[src/rtl/trig_cmd_decoder.sv]
// SUMP byte-stream command decoder: 1-byte short and 5-byte long commands turned into
// single-cycle trigger-stage strobes. Define CMD_TIMEOUT_EN to abort stalled long commands.
module trig_cmd_decoder #(
  parameter int unsigned NUM_STAGES     = 4,
  parameter int unsigned TIMEOUT_CYCLES = 1000000
) (
  input  logic                  clk_i,
  input  logic                  rst_i,
  input  logic [7:0]            rx_data_i,
  input  logic                  rx_stb_i,
  output logic [31:0]           cmd_o,
  output logic [7:0]            opc_o,
  output logic [NUM_STAGES-1:0] set_mask_o,
  output logic [NUM_STAGES-1:0] set_val_o,
  output logic [NUM_STAGES-1:0] set_cfg_o,
  output logic                  arm_o,
  output logic                  sw_rst_o,
  output logic                  short_stb_o,
  output logic                  long_stb_o,
  output logic                  busy_o,
  output logic                  timeout_o
);

  typedef enum logic {IDLE, LONG} state_t;

  state_t                  state;
  logic [7:0]              lopc;
  logic [23:0]             payload;
  logic [1:0]              cnt;
  logic [NUM_STAGES-1:0]   stage_sel;
  logic                    expire;

  if (NUM_STAGES < 1 || NUM_STAGES > 4 || TIMEOUT_CYCLES < 1) begin : g_param_check
    $error("trig_cmd_decoder: NUM_STAGES must be 1..4 and TIMEOUT_CYCLES at least 1");
  end

  // Stage numbers beyond NUM_STAGES match no bit, so those commands strobe no stage.
  always_comb begin
    stage_sel = '0;
    for (int unsigned i = 0; i < NUM_STAGES; i++)
      stage_sel[i] = (lopc[3:2] == 2'(i));
  end

`ifdef CMD_TIMEOUT_EN
  logic [31:0] idle_cnt;

  always_comb
    expire = (state == LONG) && !rx_stb_i && (idle_cnt == 32'(TIMEOUT_CYCLES - 1));

  always_ff @(posedge clk_i) begin
    if (rst_i) begin
      idle_cnt  <= '0;
      timeout_o <= 1'b0;
    end else begin
      timeout_o <= expire;
      if (state == IDLE || rx_stb_i || expire)
        idle_cnt <= '0;
      else
        idle_cnt <= idle_cnt + 32'd1;
    end
  end
`else
  always_comb expire = 1'b0;
  assign timeout_o = 1'b0;
`endif

  always_ff @(posedge clk_i) begin
    if (rst_i) begin
      state       <= IDLE;
      lopc        <= '0;
      payload     <= '0;
      cnt         <= '0;
      cmd_o       <= '0;
      opc_o       <= '0;
      set_mask_o  <= '0;
      set_val_o   <= '0;
      set_cfg_o   <= '0;
      arm_o       <= 1'b0;
      sw_rst_o    <= 1'b0;
      short_stb_o <= 1'b0;
      long_stb_o  <= 1'b0;
      busy_o      <= 1'b0;
    end else begin
      set_mask_o  <= '0;
      set_val_o   <= '0;
      set_cfg_o   <= '0;
      arm_o       <= 1'b0;
      sw_rst_o    <= 1'b0;
      short_stb_o <= 1'b0;
      long_stb_o  <= 1'b0;
      case (state)
        IDLE: begin
          if (rx_stb_i) begin
            if (!rx_data_i[7]) begin
              opc_o <= rx_data_i;
              case (rx_data_i)
                8'h00:   sw_rst_o    <= 1'b1;
                8'h01:   arm_o       <= 1'b1;
                default: short_stb_o <= 1'b1;
              endcase
            end else begin
              lopc   <= rx_data_i;
              cnt    <= '0;
              busy_o <= 1'b1;
              state  <= LONG;
            end
          end
        end
        LONG: begin
          if (rx_stb_i) begin
            cnt     <= cnt + 2'd1;
            payload <= {rx_data_i, payload[23:8]};
            if (cnt == 2'd3) begin
              cmd_o      <= {rx_data_i, payload};
              opc_o      <= lopc;
              long_stb_o <= 1'b1;
              busy_o     <= 1'b0;
              state      <= IDLE;
              if (lopc[7:4] == 4'hC) begin
                case (lopc[1:0])
                  2'b00:   set_mask_o <= stage_sel;
                  2'b01:   set_val_o  <= stage_sel;
                  2'b10:   set_cfg_o  <= stage_sel;
                  default: ;
                endcase
              end
            end
          end else if (expire) begin
            busy_o <= 1'b0;
            state  <= IDLE;
          end
        end
        default: state <= IDLE;
      endcase
    end
  end

endmodule

[config.mk]
export PLATFORM = sky130hd
export DESIGN_NAME = trig_cmd_decoder
export DESIGN_NICKNAME = d
export VERILOG_FILES = /design/src/rtl/trig_cmd_decoder.sv
export SDC_FILE = /design/constraint.sdc
export NUM_CORES = 1
export LEC_CHECK = 0
export CAP_MARGIN = 20
export CORE_ASPECT_RATIO = 1.75
export CORE_MARGIN = 2
export CORE_UTILIZATION = 45
export DETAILED_ROUTE_END_ITERATION = 6
export PLACE_DENSITY = 0.8
export SLEW_MARGIN = 20
export SYNTH_ARGS = -nofsm -noshare
export SYNTH_HDL_FRONTEND = slang
export SYNTH_SLANG_ARGS = --single-unit
[constraint.sdc]
create_clock -name clk_i -period 1.5 [get_ports clk_i]
set_input_delay 0.3 -clock clk_i [delete_from_list [all_inputs] [get_ports clk_i]]
set_output_delay 0.3 -clock clk_i [all_outputs]
set_load 0.03 [all_outputs]
==> results of run 1 <==
==> layer usage <==
layer / GRT usage / part of all wire / vias up
met2: 0.347 / 0.55 / 56
met5: 0 / 0 / -
met4: 0.102 / 0.030 / 0
li1: - / - / 1229
met1: 0.218 / 0.39 / 1186
met3: 0.0519 / 0.035 / 14
==> cells in the final DEF (no fill, tap or decap), types with 2 or more instances in the layout <==
cell type	Yosys	layout
nand4b_1	2	2
nor2_1	27	27
buf_4	1	20
buf_12	0	5
clkinv_2	0	2
nand2_1	51	51
nand3b_1	2	2
a21oi_1	26	26
dfxtp_1	92	91
a22o_1	32	32
nand2b_1	3	3
dlygate4sd2_1	0	57
nor2b_1	9	9
mux2_2	6	6
o21ai_1	2	2
nor3_1	3	2
clkbuf_16	0	9
clkdlybuf4s50_1	0	9
clkbuf_8	0	4
mux2i_1	16	16
==> sequential cells by signal, indices dropped and copies added (netlist names) <==
name / cells
long_stb_o: 1
cnt: 2
lopc: 8
set_cfg_o: 4
sw_rst_o: 1
busy_o: 1
state: 1
opc_o: 8
arm_o: 1
payload: 24
short_stb_o: 1
cmd_o: 32
set_val_o: 4
set_mask_o: 4
==> timing repair <==
action / in CTS / in global routing
gates cloned: 0 / 0
resized for setup: 58 / 4
setup endpoints to repair: 63 / 15
pin swaps: 0 / 1
==> where the power goes <==
| group | switching, mW | internal [mW] | total, mW |
|---|---|---|---|
| Clock | 0.888 | 1.30 | 2.19 |
| Sequential | 0.0308 | 2.48 | 2.51 |
| Combinational | 0.175 | 0.143 | 0.318 |
==> area by class of cell <==
cell class / count / area [sq um]
fill: 551 / 2530
sequential: 92 / 1840
multi-input combinational: 196 / 1230
timing repair buffer: 92 / 845
clock buffer: 13 / 280
tap: 84 / 105
clock inverter: 3 / 18.8
inverter: 1 / 3.75
==> worst max-delay path: stages, from the launching register on <==
cell     delay [ps]
dfxtp_1         330
ha_1            230
and2_4          180
o21ai_4         230
mux2_2          360
==> kinds of logic after synthesis <==
| logic type | after synthesis |
|---|---|
| and+or+nand+nor | 107 |
| DFF | 92 |
| AOI/OAI and AO/OA | 64 |
| buffers and inverters | 25 |
| muxes | 23 |
| adders and majority gates | 1 |
| other | 1 |
==> how the worst max path moves through the flow <==
stage / end / startpoint / slack (ps) / depth (start not counted)
after floorplan: opc_o[0]$_SDFFE_PP0P_ / cnt[0]$_SDFFE_PP0P_ / 100 / 4
after global placement: sw_rst_o$_SDFF_PP0_ / rx_data_i[1] / -230 / 4
after detailed placement: sw_rst_o$_SDFF_PP0_ / rx_data_i[1] / -260 / 4
after CTS: set_cfg_o[0]$_SDFF_PP0_ / cnt[0]$_SDFFE_PP0P_ / 30 / 4
after global routing: set_val_o[0]$_SDFF_PP0_ / cnt[0]$_SDFFE_PP0P_ / -10 / 4
final: opc_o[3]$_SDFFE_PP0P_ / cnt[0]$_SDFFE_PP0P_ / 50 / 4
==> metrics by stage <==
stage | total power, mW | util
floorplan | 2.74 | -
global placement | 2.88 | 0.596
detailed placement | 2.89 | 0.596
CTS | 5.06 | 0.630
global route | 5.18 | 0.631
finish | 5.02 | 0.631
==> results.yml, run 1 <==
clock_tree:
  clk_path_buf_depth: 2
  insertion_delay_ps: 340
  cts_inserted_buffers: 9
  cts_root_buf: "clkbuf_16"
  htree_levels: 3
  cts.sinks: 92
  clk_pin_slew_ps: 60
  cts_setup_buffers: 0
  cts_tree: "built"
  hold_buffers: 0
timing:
  rsz0062_at_grt: "yes"
  finalWorstSetupSlack_ps: 51.1
  finalSetupTns_ps: 0
  setup_viol: 0
  fin_crit_ps: 1450
  holdWs_ps: 417
  finalCritPeriodShare: 0.966
  max_freq_mhz: 690
  skew_ps: 6.97
  drv_slew: 0
  finalHoldViolCount: 0
hold_path:
  holdPathStages: 3
  min_from: "rst_i"
  hold_path_end: "lopc[1]$_SDFFE_PP0P_"
  hold_path_class: "input pin to flip-flop"
logic_synthesis:
  synth_area_leader_cell: "dfxtp_1"
  ys_seq_elements: 92
  synthSimpleGateAreaFrac: 0.156
  synth_common_cells: "92 x dfxtp_1, 51 x nand2_1, 32 x a22o_1"
  synth.most_common_cell: "dfxtp_1"
  synthTopCellsByArea: "dfxtp_1 58%, a22o_1 8.8%, nand2_1 6.0%"
  synth_mux_area_frac: 0.0753
  synth-async-reset-ratio: 0
  synth_warnings: 0
  syn_area_per_cell_sq_um: 10.1
  synth_top_area_share: 0.580
  synth_area_sq_mm: 0.00317
  syn-num-nets: 325
  synth_xor_xnor_area_share: 0
  synth_top_family_by_area: "simple AND/OR/NAND/NOR gates"
  synth-seq-area-share: 0.580
  synth_adder_area_share: 0.00394
  synth_edf_count: 0
  ys.flop_type: "dfxtp_1"
  ys_types: 35
  synthCells: 313
  synth_compound_area_frac: 0.144
floorplan:
  rows: 40
  io_pins: 69
  fp.dieH_microns: 115
  dieArea_sq_mm: 0.00777
  start_util: 0.463
  fp.dieW_microns: 67.5
  core-area_sq_mm: 0.00686
worst_setup_path:
  reg2reg_from: "cnt[0]$_SDFFE_PP0P_"
  setup.worst_path.end_class: "flip-flop"
  cp_max_fo: 6
  critPathRequiredTime_ps: 1730
  r2r-end: "opc_o[3]$_SDFFE_PP0P_"
  critPathKind: "flip-flop to flip-flop"
  crit_arrival_ps: 1680
  r2r_cells: 4
  start_kind: "flip-flop"
  r2r_setup_slack_ps: 50
place:
  dpl_cell_area_sq_mm: 0.00408
  dp_hpwl_microns: 4910
  dp.cells: 465
  place_ws_ps: -261
  place.gp.congestion: 0.758
  port-buffer-count: 67
cells_and_area:
  fin_area_sq_mm: 0.00433
  finalNetCount: 404
  layout-drive-gt1-share: 0.139
  syn2layout_area_growth_pct: 36.4
  n_antenna_cell: 0
  fin_cells: 481
job:
  maxCapViolCount: 0
global_routing:
  grt_max_degree: 54
  grt_pass1_vias: 2359
  grt-ovfl-total: 0
  grt_pass1_wl_microns: 11500
  antenna_found_initial: 0
  grt_usage: 0.200
drt:
  drtIter0Drc: 123
  vias_per_cell: 5.17
  drt_first_pass_iters: 4
  wl_per_cell_microns: 14.7
  ant_nets: 0
  drc: 0
  routed_wl_microns: 7080
  vias: 2485
power_and_ir_drop:
  p_per_area_mw_per_mm2: 1160
  leakage_nw: 1.96
  irDropWorstVdd_mv: 0.698
status:
  status: "completed"
Note: power is estimated with default switching activity, not from simulation.
==> inputs of run 2 (changes only) <==
--- a/config.mk
+++ b/config.mk
@@ -9,6 +9,7 @@
 export CORE_ASPECT_RATIO = 1.75
 export CORE_MARGIN = 2
 export CORE_UTILIZATION = 45
+export CTS_CLUSTER_SIZE = 8
 export DETAILED_ROUTE_END_ITERATION = 6
 export PLACE_DENSITY = 0.8
 export SLEW_MARGIN = 20
==> results of run 2 <==
The final DEF is identical to that of run 1; final timing and power are the same.
==> inputs of run 3 (changes only) <==
--- a/config.mk
+++ b/config.mk
@@ -9,7 +9,6 @@
 export CORE_ASPECT_RATIO = 1.75
 export CORE_MARGIN = 2
 export CORE_UTILIZATION = 45
-export CTS_CLUSTER_SIZE = 8
 export DETAILED_ROUTE_END_ITERATION = 6
 export PLACE_DENSITY = 0.8
 export SLEW_MARGIN = 20
==> results of run 3 <==
The final DEF is identical to that of run 1; final timing and power are the same.
